File: config.mk
export PLATFORM = sky130hd
export DESIGN_NAME = fix_session_timer
export DESIGN_NICKNAME = d
export VERILOG_FILES = /design/src/rtl/fix_timer_pkg.sv /design/src/rtl/fix_host_timer.sv /design/src/rtl/fix_session_timer.sv
export SDC_FILE = /design/constraint.sdc
export NUM_CORES = 1
export LEC_CHECK = 0
export CAP_MARGIN = 20
export CORE_ASPECT_RATIO = 1.25
export CORE_MARGIN = 2
export CORE_UTILIZATION = 35
export CTS_BUF_LIST = sky130_fd_sc_hd__clkbuf_16
export CTS_CLUSTER_DIAMETER = 30
export DETAILED_ROUTE_END_ITERATION = 16
export PLACE_DENSITY = 0.6
export SETUP_SLACK_MARGIN = 0.4
export SLEW_MARGIN = 10
export SYNTH_ARGS = -nofsm -noshare
export SYNTH_HDL_FRONTEND = slang
export SYNTH_SLANG_ARGS = --single-unit
export TNS_END_PERCENT = 5
File: constraint.sdc
create_clock -name clk -period 7.6 [get_ports clk]
set_input_delay 0.76 -clock clk [delete_from_list [all_inputs] [get_ports clk]]
set_output_delay 0.76 -clock clk [all_outputs]
set_load 0.05 [all_outputs]
File: src/rtl/fix_timer_pkg.sv
`default_nettype none
// ============================================================================
// fix_timer_pkg : shared types and defaults for the FIX session liveness engine
// Revision      : 1.0
// ============================================================================
package fix_timer_pkg;

    typedef enum logic [1:0] {
        REQ_NONE = 2'd0,
        REQ_HB   = 2'd1,
        REQ_TR   = 2'd2,
        REQ_TO   = 2'd3
    } req_type_t;

    typedef enum logic [1:0] {
        IDLE      = 2'd0,
        ACTIVE    = 2'd1,
        TEST_SENT = 2'd2,
        TIMED_OUT = 2'd3
    } host_state_t;

    localparam int c_DEFAULT_TICK_DIV = 1000;
    localparam int c_DEFAULT_GRACE    = 1;

endpackage
`default_nettype wire

File: src/rtl/fix_host_timer.sv
`default_nettype none
// ============================================================================
// fix_host_timer : one host's liveness FSM, tx/rx idle counters and pend flags
// Revision       : 1.0
// ============================================================================
module fix_host_timer
    import fix_timer_pkg::*;
#(
    parameter int HB_WIDTH = 8,
    parameter int GRACE    = c_DEFAULT_GRACE
) (
    input  logic                clk,
    input  logic                rst,
    input  logic                up_i,
    input  logic [HB_WIDTH-1:0] interval_i,
    input  logic                tick_i,
    input  logic                rx_i,
    input  logic                tx_i,
    input  logic                acc_hb_i,
    input  logic                acc_tr_i,
    input  logic                acc_to_i,
    output logic                hb_pend_o,
    output logic                tr_pend_o,
    output logic                to_pend_o,
    output logic                timed_out_o
);

    host_state_t         state_q, state_d;
    logic [HB_WIDTH-1:0] tx_cnt_q, tx_cnt_d;
    logic [HB_WIDTH-1:0] rx_cnt_q, rx_cnt_d;
    logic                hb_pend_q, hb_pend_d;
    logic                tr_pend_q, tr_pend_d;
    logic                to_pend_q, to_pend_d;

    logic [HB_WIDTH:0]   w_thr_wide;
    logic [HB_WIDTH-1:0] w_tr_thr;
    logic [HB_WIDTH-1:0] w_tx_inc;
    logic [HB_WIDTH-1:0] w_rx_inc;
    logic                w_run;

    // Clamp interval+GRACE so a saturated rx counter can still reach it.
    assign w_thr_wide = {1'b0, interval_i} + (HB_WIDTH+1)'(GRACE);
    assign w_tr_thr   = w_thr_wide[HB_WIDTH] ? '1 : w_thr_wide[HB_WIDTH-1:0];
    assign w_tx_inc   = (tx_cnt_q == '1) ? tx_cnt_q : tx_cnt_q + 1'b1;
    assign w_rx_inc   = (rx_cnt_q == '1) ? rx_cnt_q : rx_cnt_q + 1'b1;
    assign w_run      = tick_i && (interval_i != '0);

    always_comb begin
        state_d   = state_q;
        tx_cnt_d  = tx_cnt_q;
        rx_cnt_d  = rx_cnt_q;
        hb_pend_d = hb_pend_q;
        tr_pend_d = tr_pend_q & ~acc_tr_i;
        to_pend_d = to_pend_q & ~acc_to_i;
        case (state_q)
            IDLE: begin
                tx_cnt_d  = '0;
                rx_cnt_d  = '0;
                hb_pend_d = 1'b0;
                tr_pend_d = 1'b0;
                to_pend_d = 1'b0;
                if (up_i) state_d = ACTIVE;
            end
            ACTIVE, TEST_SENT: begin
                if (tx_i || acc_hb_i) begin
                    tx_cnt_d  = '0;
                    hb_pend_d = 1'b0;
                end else if (w_run) begin
                    if (w_tx_inc >= interval_i) begin
                        tx_cnt_d  = '0;
                        hb_pend_d = 1'b1;
                    end else begin
                        tx_cnt_d = w_tx_inc;
                    end
                end
                if (rx_i) begin
                    rx_cnt_d = '0;
                    state_d  = ACTIVE;
                end else if (w_run) begin
                    if (state_q == ACTIVE && w_rx_inc >= w_tr_thr) begin
                        rx_cnt_d  = '0;
                        tr_pend_d = 1'b1;
                        state_d   = TEST_SENT;
                    end else if (state_q == TEST_SENT && w_rx_inc >= interval_i) begin
                        to_pend_d = 1'b1;
                        hb_pend_d = 1'b0;
                        tr_pend_d = 1'b0;
                        state_d   = TIMED_OUT;
                    end else begin
                        rx_cnt_d = w_rx_inc;
                    end
                end
            end
            TIMED_OUT: begin
                hb_pend_d = 1'b0;
                tr_pend_d = 1'b0;
            end
            default: state_d = IDLE;
        endcase
        // Session drop overrides everything, including a timeout in flight.
        if (!up_i) begin
            state_d   = IDLE;
            tx_cnt_d  = '0;
            rx_cnt_d  = '0;
            hb_pend_d = 1'b0;
            tr_pend_d = 1'b0;
            to_pend_d = 1'b0;
        end
    end

    always_ff @(posedge clk or posedge rst) begin
        if (rst) begin
            state_q   <= IDLE;
            tx_cnt_q  <= '0;
            rx_cnt_q  <= '0;
            hb_pend_q <= 1'b0;
            tr_pend_q <= 1'b0;
            to_pend_q <= 1'b0;
        end else begin
            state_q   <= state_d;
            tx_cnt_q  <= tx_cnt_d;
            rx_cnt_q  <= rx_cnt_d;
            hb_pend_q <= hb_pend_d;
            tr_pend_q <= tr_pend_d;
            to_pend_q <= to_pend_d;
        end
    end

    assign hb_pend_o   = hb_pend_q;
    assign tr_pend_o   = tr_pend_q;
    assign to_pend_o   = to_pend_q;
    assign timed_out_o = (state_q == TIMED_OUT);

endmodule
`default_nettype wire

File: src/rtl/fix_session_timer.sv
`default_nettype none
// ============================================================================
// fix_session_timer : multi-host FIX heartbeat/test-request/timeout engine
// Revision          : 1.0
// ============================================================================
module fix_session_timer
    import fix_timer_pkg::*;
#(
    parameter int NUM_HOST        = 8,
    parameter int HOST_ADDR_WIDTH = 3,
    parameter int TICK_DIV        = c_DEFAULT_TICK_DIV,
    parameter int HB_WIDTH        = 8,
    parameter int GRACE           = c_DEFAULT_GRACE
) (
    input  logic                       clk,
    input  logic                       rst,
    input  logic [NUM_HOST-1:0]        session_up_i,
    input  logic [HB_WIDTH-1:0]        hb_interval_i,
    input  logic                       rx_msg_i,
    input  logic [HOST_ADDR_WIDTH-1:0] rx_host_i,
    input  logic                       tx_msg_i,
    input  logic [HOST_ADDR_WIDTH-1:0] tx_host_i,
    output logic                       req_valid_o,
    output logic [1:0]                 req_type_o,
    output logic [HOST_ADDR_WIDTH-1:0] req_host_o,
    input  logic                       req_ready_i,
    output logic                       sec_tick_o,
    output logic [NUM_HOST-1:0]        timed_out_o
);

    localparam int c_PW = (TICK_DIV > 1) ? $clog2(TICK_DIV) : 1;
    localparam int c_AW = HOST_ADDR_WIDTH + 1;

    logic [c_PW-1:0]            presc_q;
    logic                       w_tick;

    logic                       req_valid_q;
    req_type_t                  req_type_q;
    logic [HOST_ADDR_WIDTH-1:0] req_host_q;
    logic [HOST_ADDR_WIDTH-1:0] rr_ptr_q;

    logic [NUM_HOST-1:0]        w_hb_avail, w_tr_avail, w_to_avail, w_any;
    logic                       w_accept, w_load, w_found;
    req_type_t                  w_sel_type;
    logic [HOST_ADDR_WIDTH-1:0] w_sel_host, w_rr_idx, w_ptr_next;
    logic [c_AW-1:0]            w_rr_sum;

    assign w_tick     = (presc_q == c_PW'(TICK_DIV - 1));
    assign sec_tick_o = w_tick;

    always_ff @(posedge clk or posedge rst) begin
        if (rst)         presc_q <= '0;
        else if (w_tick) presc_q <= '0;
        else             presc_q <= presc_q + 1'b1;
    end

    assign w_accept = req_valid_q & req_ready_i;
    assign w_load   = ~req_valid_q | req_ready_i;

    generate
        for (genvar h = 0; h < NUM_HOST; h++) begin : g_host
            logic w_acc_here, w_acc_hb, w_acc_tr, w_acc_to;
            logic w_hb, w_tr, w_to;

            assign w_acc_here = w_accept && (req_host_q == HOST_ADDR_WIDTH'(h));
            assign w_acc_hb   = w_acc_here && (req_type_q == REQ_HB || req_type_q == REQ_TR);
            assign w_acc_tr   = w_acc_here && (req_type_q == REQ_TR);
            assign w_acc_to   = w_acc_here && (req_type_q == REQ_TO);

            fix_host_timer #(
                .HB_WIDTH (HB_WIDTH),
                .GRACE    (GRACE)
            ) u_host (
                .clk         (clk),
                .rst         (rst),
                .up_i        (session_up_i[h]),
                .interval_i  (hb_interval_i),
                .tick_i      (w_tick),
                .rx_i        (rx_msg_i && (rx_host_i == HOST_ADDR_WIDTH'(h))),
                .tx_i        (tx_msg_i && (tx_host_i == HOST_ADDR_WIDTH'(h))),
                .acc_hb_i    (w_acc_hb),
                .acc_tr_i    (w_acc_tr),
                .acc_to_i    (w_acc_to),
                .hb_pend_o   (w_hb),
                .tr_pend_o   (w_tr),
                .to_pend_o   (w_to),
                .timed_out_o (timed_out_o[h])
            );

            // Hide flags being cleared by this cycle's acceptance so a
            // back-to-back load never re-sends the request just consumed.
            assign w_hb_avail[h] = w_hb & ~w_acc_hb;
            assign w_tr_avail[h] = w_tr & ~w_acc_tr;
            assign w_to_avail[h] = w_to & ~w_acc_to;
            assign w_any[h]      = w_hb_avail[h] | w_tr_avail[h] | w_to_avail[h];
        end
    endgenerate

    always_comb begin
        w_found    = 1'b0;
        w_sel_host = '0;
        w_sel_type = REQ_NONE;
        w_rr_sum   = '0;
        w_rr_idx   = '0;
        for (int i = 0; i < NUM_HOST; i++) begin
            w_rr_sum = {1'b0, rr_ptr_q} + c_AW'(i);
            if (w_rr_sum >= c_AW'(NUM_HOST)) w_rr_sum = w_rr_sum - c_AW'(NUM_HOST);
            w_rr_idx = w_rr_sum[HOST_ADDR_WIDTH-1:0];
            if (!w_found && w_any[w_rr_idx]) begin
                w_found    = 1'b1;
                w_sel_host = w_rr_idx;
                if (w_to_avail[w_rr_idx])      w_sel_type = REQ_TO;
                else if (w_tr_avail[w_rr_idx]) w_sel_type = REQ_TR;
                else                           w_sel_type = REQ_HB;
            end
        end
    end

    assign w_ptr_next = (w_sel_host == HOST_ADDR_WIDTH'(NUM_HOST - 1)) ? '0 : w_sel_host + 1'b1;

    always_ff @(posedge clk or posedge rst) begin
        if (rst) begin
            req_valid_q <= 1'b0;
            req_type_q  <= REQ_NONE;
            req_host_q  <= '0;
            rr_ptr_q    <= '0;
        end else if (w_load) begin
            req_valid_q <= w_found;
            req_type_q  <= w_sel_type;
            req_host_q  <= w_sel_host;
            if (w_found) rr_ptr_q <= w_ptr_next;
        end
    end

    assign req_valid_o = req_valid_q;
    assign req_type_o  = req_type_q;
    assign req_host_o  = req_host_q;

endmodule
`default_nettype wire

# Word level (Yosys, flattened, before mapping)
# Index checks and enable logic that the tools add are counted.
# totals
register_bits	187
inputBits	27
out_inout_bits	15
word_cells	860
# classes
n_addsub	34
n_lt_le_gt_ge	40
n_eq_ne	106
mux	419
bitwise	67
n_reduce_logical	141
# op_table
op	n
8-bit two-way mux	89
8-bit case mux with 2 select lines	16
8-bit >= comparator	24
1-bit two-way mux	176
8-bit by 1-bit adder with 8-bit output (second input constant)	16
8-bit == test (second input constant)	16
2-bit two-way mux	64
1-bit binary-select mux with 3-bit select	24
1-bit logical AND	72
4-bit by 3-bit inequality test with 1-bit output (second input constant)	14
3-bit two-way mux	17
1-bit case mux with 2 select lines	24
3-bit AND reduction	16
5-bit by 2-bit inequality test with 1-bit output (second input constant)	8
5-bit by 3-bit inequality test with 1-bit output (second input constant)	8
3-bit == test (second input constant)	13
2-bit == test (second input constant)	18
3-bit by 4-bit less-than comparator with 1-bit output (second input constant)	8
2-bit case mux with 2 select lines	8
2-bit OR reduction	16
4-bit >= comparator (second input constant)	7
1-bit bitwise AND	25
1-bit NOT	25
3-bit by 1-bit inequality test with 1-bit output (second input constant)	8
21 further kinds	95

# Depth between registers and ports, before layout
# depth
word_depth	33
mapped_depth	18
mapped_depth_nobuf	17

# Hierarchy
# Synthesis repeated with hierarchy kept, for this count alone.
# unflattened
cells_unflattened	2267
area_unflattened_um2	19522.5
# by_module_without_submodules
module	instances	cells_per_inst	area_per_inst_um2	seq_area_each_um2
fix_host_timer (g_host[0].u_host ...)	5	235	2047.0	525.5
fix_host_timer (g_host[6].u_host ...)	2	236	2038.2	525.5
fix_session_timer	1	377	3168.0	475.5
fix_host_timer (g_host[4].u_host)	1	243	2043.2	525.5

# Worst setup path before layout
# Ideal clock, no wire load.
# synth_timing
kind	in2reg
from	input port hb_interval_i[4]
to	register g_host[6].u_host.rx_cnt_q[0]
setup_ps	128
t_arrival_ps	4099
t_required_ps	7472
setup_slack_ps	3373
stages	16
path_buffers	2
cell_sequence	clkbuf_1 -> nand3_1 -> nor3_1 -> nand2b_1 -> ha_1 -> nand2b_1 -> a21o_1 -> a21o_1 -> a21o_1 -> a21o_1 -> a21oi_1 -> nor2_1 -> o311a_1 -> o31a_1 -> buf_2 -> mux2_1
# synth_between
elab_chain_cells	9
word_cells_on_any_way	16
cone_classes	1 x add/sub; 2 x order compare; 2 x eq/ne; 6 x mux; 5 x reduce/logical
# synth_lines
item	line	rtl
start: declaration	fix_session_timer.sv:18	input logic [HB_WIDTH-1:0] hb_interval_i,
8-bit by 1-bit adder with 9-bit output	fix_host_timer.sv:42	assign w_thr_wide = {1'b0, interval_i} + (HB_WIDTH+1)'(GRACE);
8-bit two-way mux	fix_host_timer.sv:43	assign w_tr_thr = w_thr_wide[HB_WIDTH] ? '1 : w_thr_wide[HB_WIDTH-1:0];
8-bit >= comparator	fix_host_timer.sv:80	if (state_q == ACTIVE && w_rx_inc >= w_tr_thr) begin
1-bit logical AND	fix_host_timer.sv:80	
8-bit two-way mux	fix_host_timer.sv:80	
8-bit two-way mux	fix_host_timer.sv:79	end else if (w_run) begin
8-bit two-way mux	fix_host_timer.sv:76	if (rx_i) begin
8-bit case mux with 2 select lines	fix_host_timer.sv:55	case (state_q)
8-bit two-way mux	fix_host_timer.sv:101	if (!up_i) begin
end signal: assignment	fix_host_timer.sv:122	rx_cnt_q <= rx_cnt_d;
end: declaration	fix_host_timer.sv:30	logic [HB_WIDTH-1:0] rx_cnt_q, rx_cnt_d;
# Parallel ways exist; a longest one is shown, timed or not. The select of a mux whose other input is x is not followed.
# A chain may end at the register's enable or synchronous reset.

# Final worst setup path
# layout_timing
from	input port hb_interval_i[0]
to	register g_host[4].u_host.state_q[1]
# layout_between
elab_chain_cells	9
word_cells_on_any_way	16
cone_classes	1 x add/sub; 2 x order compare; 2 x eq/ne; 6 x mux; 5 x reduce/logical
# layout_lines
item	line	rtl
8-bit by 1-bit adder with 9-bit output	fix_host_timer.sv:42	
8-bit two-way mux	fix_host_timer.sv:43	
8-bit >= comparator	fix_host_timer.sv:80	
1-bit logical AND	fix_host_timer.sv:80	
2-bit two-way mux	fix_host_timer.sv:80	
2-bit two-way mux	fix_host_timer.sv:79	
2-bit two-way mux	fix_host_timer.sv:76	
2-bit case mux with 2 select lines	fix_host_timer.sv:55	
2-bit two-way mux	fix_host_timer.sv:101	
end signal: assignment	fix_host_timer.sv:120	state_q <= state_d;
end: declaration	fix_host_timer.sv:28	host_state_t state_q, state_d;
# Parallel ways exist; a longest one is shown, timed or not. The select of a mux whose other input is x is not followed.

==> metrics.yaml <==
critPathKind: "input port to register"
post-cts-setup-buffer-count: 0
rsz0062_at_grt: "no"
yosys_warnings: 0
tns_ns: 0
min_period_ns: 5.42
wl_per_cell_um: 18.9
drive_above_1_share_pct: 7.32
synth.distinct_cells: 95
finalWeightedCongestion: 0.916
gr-total-overflow: 0
pwr-share-clk_pct: 26.7
switching_share_pct: 40.7
clkSinkCount: 187
root_buffer: "clkbuf_16"
synth_area_sq_um: 18100
fp.dieW_um: 207
worstPathCellList: "clkdlybuf4s50_1 -> ha_1 -> nand3_1 -> nor3_1 -> nand2b_1 -> ha_1 -> nand2b_1 -> a21o_1 -> a21o_1 -> a21o_1 -> a21o_1 -> a21o_1 -> a211o_1 -> a22oi_1 -> a21boi_0 -> o22a_1"
yosysSeqAreaShare_pct: 25.9
crit_fanout: 11
cts_inserted_buffers: 17
seqCellArea_sq_um: 4680
slew_violations: 0
start_kind: "input port"
drv_cap: 0
worstSkewPairLatency_ns: 0.49
p_seq_share_pct: 31.9
nets: 2380
finalHoldViolations: 0
clk_pin_slew_ns: 0.08
powerDensity_nw_per_um2: 183
whs_ns: 0.466
dr.first_iter.drc_count: 1196
htreeDepth: 4
ant_nets: 0
die_h_um: 258
routed_wirelength_mm: 52.5
fmax_mhz: 184
grt_pass1_wl_mm: 85.1
clockBufferDepth: 2
critPathSlowestCell: "a22oi_1"
cts-hold-fix-buffers: 0
drt-pass1-iter-count: 7
drc_errors: 0
critPathCaptureType: "register"
grt_pass1_vias: 15500
syn_nets: 2352
place.port_buffers: 41
grt_max_degree: 122
num_vias: 16000
switching_power_w: 0.00148
path_common_cell: "a21o_1"
viasPerCell: 5.76
max-slew-margin-rel_pct: 28.7
worst_slew_pin_slew_ns: 1.07
synthCells: 2076
hpwl_mm: 39.5
pwr-share-comb_pct: 41.4
core.rowCount: 93
postSynth.asyncResetShare_pct: 100
p_int_w: 0.00215
core_area_sq_um: 51300
post_cts_resized: 0
fin_crit_sh_pct: 71.3
outcome: "finished clean"
io_pins: 42
antenna_found_initial: 2
synth_edf_count: 0
crit_arrival_ns: 5.78
slowest_delay_ns: 0.77
track_usage_pct: 19.7
hold_path_class: "register to register"
die_area_sq_um: 53500
ir_worst_vdd_uv: 172
crit_buf_inv: 1
p_leak_nw: 9.72
start_util_pct: 35.2
syn2layout_area_growth_pct: 9.75
setup_viol: 0
synth_top_flop_cell: "dfrtp_1"
cp_top_family: "compound AO/OA/AOI/OAI gates"
fin_skew_ns: 0.0230
crit_required_ns: 7.96
multi_input_area_sq_um: 12700
cts_tree: "yes"
fillerInstances: 5126
avgSynthCellArea_sq_um: 8.71
ys_ff_latch: 187
[cell type report]
| type | count | share of cell area, % |
|---|---|---|
| clock buffer | 17 | 2.14 |
| timing repair buffer | 65 | 2.96 |
| antenna | 1 | 0.0126 |
| tap | 665 | 4.19 |
| sequential | 187 | 23.6 |
| clock inverter | 15 | 0.964 |
| inverter | 104 | 2.00 |
| multi-input combinational | 1729 | 64.1 |
[stage by stage]
step / utilization (%) / total power [W] / setup WS [ns] / cell area [sq um] / instances
6_report: 38.7 / 0.00363 / 2.18 / 19800 / 2783
4_1_cts: 38.7 / 0.00365 / 2.24 / 19800 / 2782
3_5_place_dp: 37.5 / 0.00267 / 1.75 / 19200 / 2750
3_3_place_gp: 37.5 / 0.00262 / 1.88 / 19200 / 2749
5_1_grt: 38.7 / 0.00389 / 1.86 / 19800 / 2782
2_1_floorplan: - / 0.00228 / 1.75 / 18100 / 2076
[power by group through the flow]
stage,clock [W],sequential (W),combinational [W]
after floorplan,0,0.00115,0.00112
after global placement,0,0.00117,0.00145
after detailed placement,0,0.00118,0.00149
after CTS,0.000990,0.00116,0.00150
after global routing,0.00103,0.00117,0.00169
final,0.000968,0.00116,0.00150
[registers in the layout, summed over array words and instances, names as in the netlist, 8 cells and up]
name	flops
g_host.u_host.state_q	16
presc_q	10
g_host.u_host.to_pend_o	8
g_host.u_host.tx_cnt_q	64
g_host.u_host.tr_pend_o	8
g_host.u_host.hb_pend_o	8
g_host.u_host.rx_cnt_q	64
[cell usage after synthesis (all sizes together) (5+ instances only)]
cell     instances  area share [%]
or2             12            0.42
nor2           118             2.4
and2            11            0.38
dfrtp          187              26
ha             249              17
a22o            20            0.97
nand3          131             3.7
o31ai           23            0.98
o21a            27             1.2
o2bb2ai          7            0.34
clkbuf          25            0.52
o22ai           15            0.52
nand4           61             2.4
o21ai          156             4.6
a21boi           5            0.21
a32o            13            0.72
buf             31             1.1
mux2            23             1.4
a211o           19            0.92
xnor2           60             2.9
mux4            16             2.0
a21oi           92             2.6
a21o           131             5.4
o21bai          23            0.95
o2111ai          6            0.33
nor3            52             1.5
a31oi           31             1.1
nor3b            8            0.33
and3            14            0.48
nand2          164             3.5
a22oi            5            0.21
xor2            11            0.53
inv            104             2.2
o31a             5            0.24
or3              8            0.28
mux2i           37             2.0
o211ai          13            0.57
nor2b           19            0.66
nor4             5            0.26
nand2b          87             3.1
[path summary, 6_finish.rpt]
path / to / depth (start not counted) / from / slack (ns)
min reg2reg: presc_q[0] / 1 / presc_q[0] / 0.47
min: presc_q[0] / 1 / presc_q[0] / 0.47
max reg2reg: g_host[4].u_host.state_q[1] / 14 / g_host[4].u_host.rx_cnt_q[0] / 2.86
max in group asynchronous: g_host[2].u_host.tx_cnt_q[0] / 3 / rst / 5.38
max: g_host[4].u_host.state_q[1] / 16 / hb_interval_i[0] / 2.18
min in group asynchronous: g_host[4].u_host.tx_cnt_q[3] / 2 / rst / 0.83
[cell usage in the layout, fill, tap and decap left out, types with 22 or more instances in the layout]
cell	synthesis	final
nand2_1	160	160
o31ai_1	22	22
clkdlybuf4s50_1	0	41
nand4_1	55	55
o21ai_0	124	124
o21a_1	26	26
nor3_1	50	50
a21oi_1	89	89
buf_4	17	23
inv_1	103	102
a21o_1	131	131
mux2i_1	37	37
a31oi_1	31	31
dfrtp_1	187	187
nor2_1	118	118
ha_1	249	249
o21bai_1	23	23
nand2b_1	84	84
nand3_1	130	130
xnor2_1	60	60
[routing by layer]
layer	global-route usage, %	vias up	wire [um]
met4	7.94	2	1830
met1	25.6	7713	23300
met2	32.7	437	24700
li1	-	7786	-
met5	0	-	11
met3	3.22	101	2680
[worst register-to-register path: stages, from the launching register on]
cell      delay, ns
dfrtp_1        0.46
ha_1           0.22
and3_1         0.26
nand3_1        0.30
o21ai_0        0.62
ha_1           0.35
a21o_1         0.16
a21o_1         0.17
a21o_1         0.17
a21o_1         0.16
a21o_1         0.17
a211o_1        0.29
a22oi_1        0.77
a21boi_0       0.27
o22a_1         0.25
[cell families (layout without fill, tap and decap cells)]
kind of cell               Yosys count  count (layout)  synth area share [%]
and+or+nand+nor                    710             710                  20.6
other                                0               1                     0
DFF                                187             187                  25.9
buffers and inverters              160             201                  3.76
muxes                               76              76                  5.47
AOI/OAI and AO/OA                  623             623                  23.6
adders and majority gates          249             249                  17.2
xor gates and xnor gates            71              71                  3.44
No activity file was read; power rests on OpenSTA's default activity.
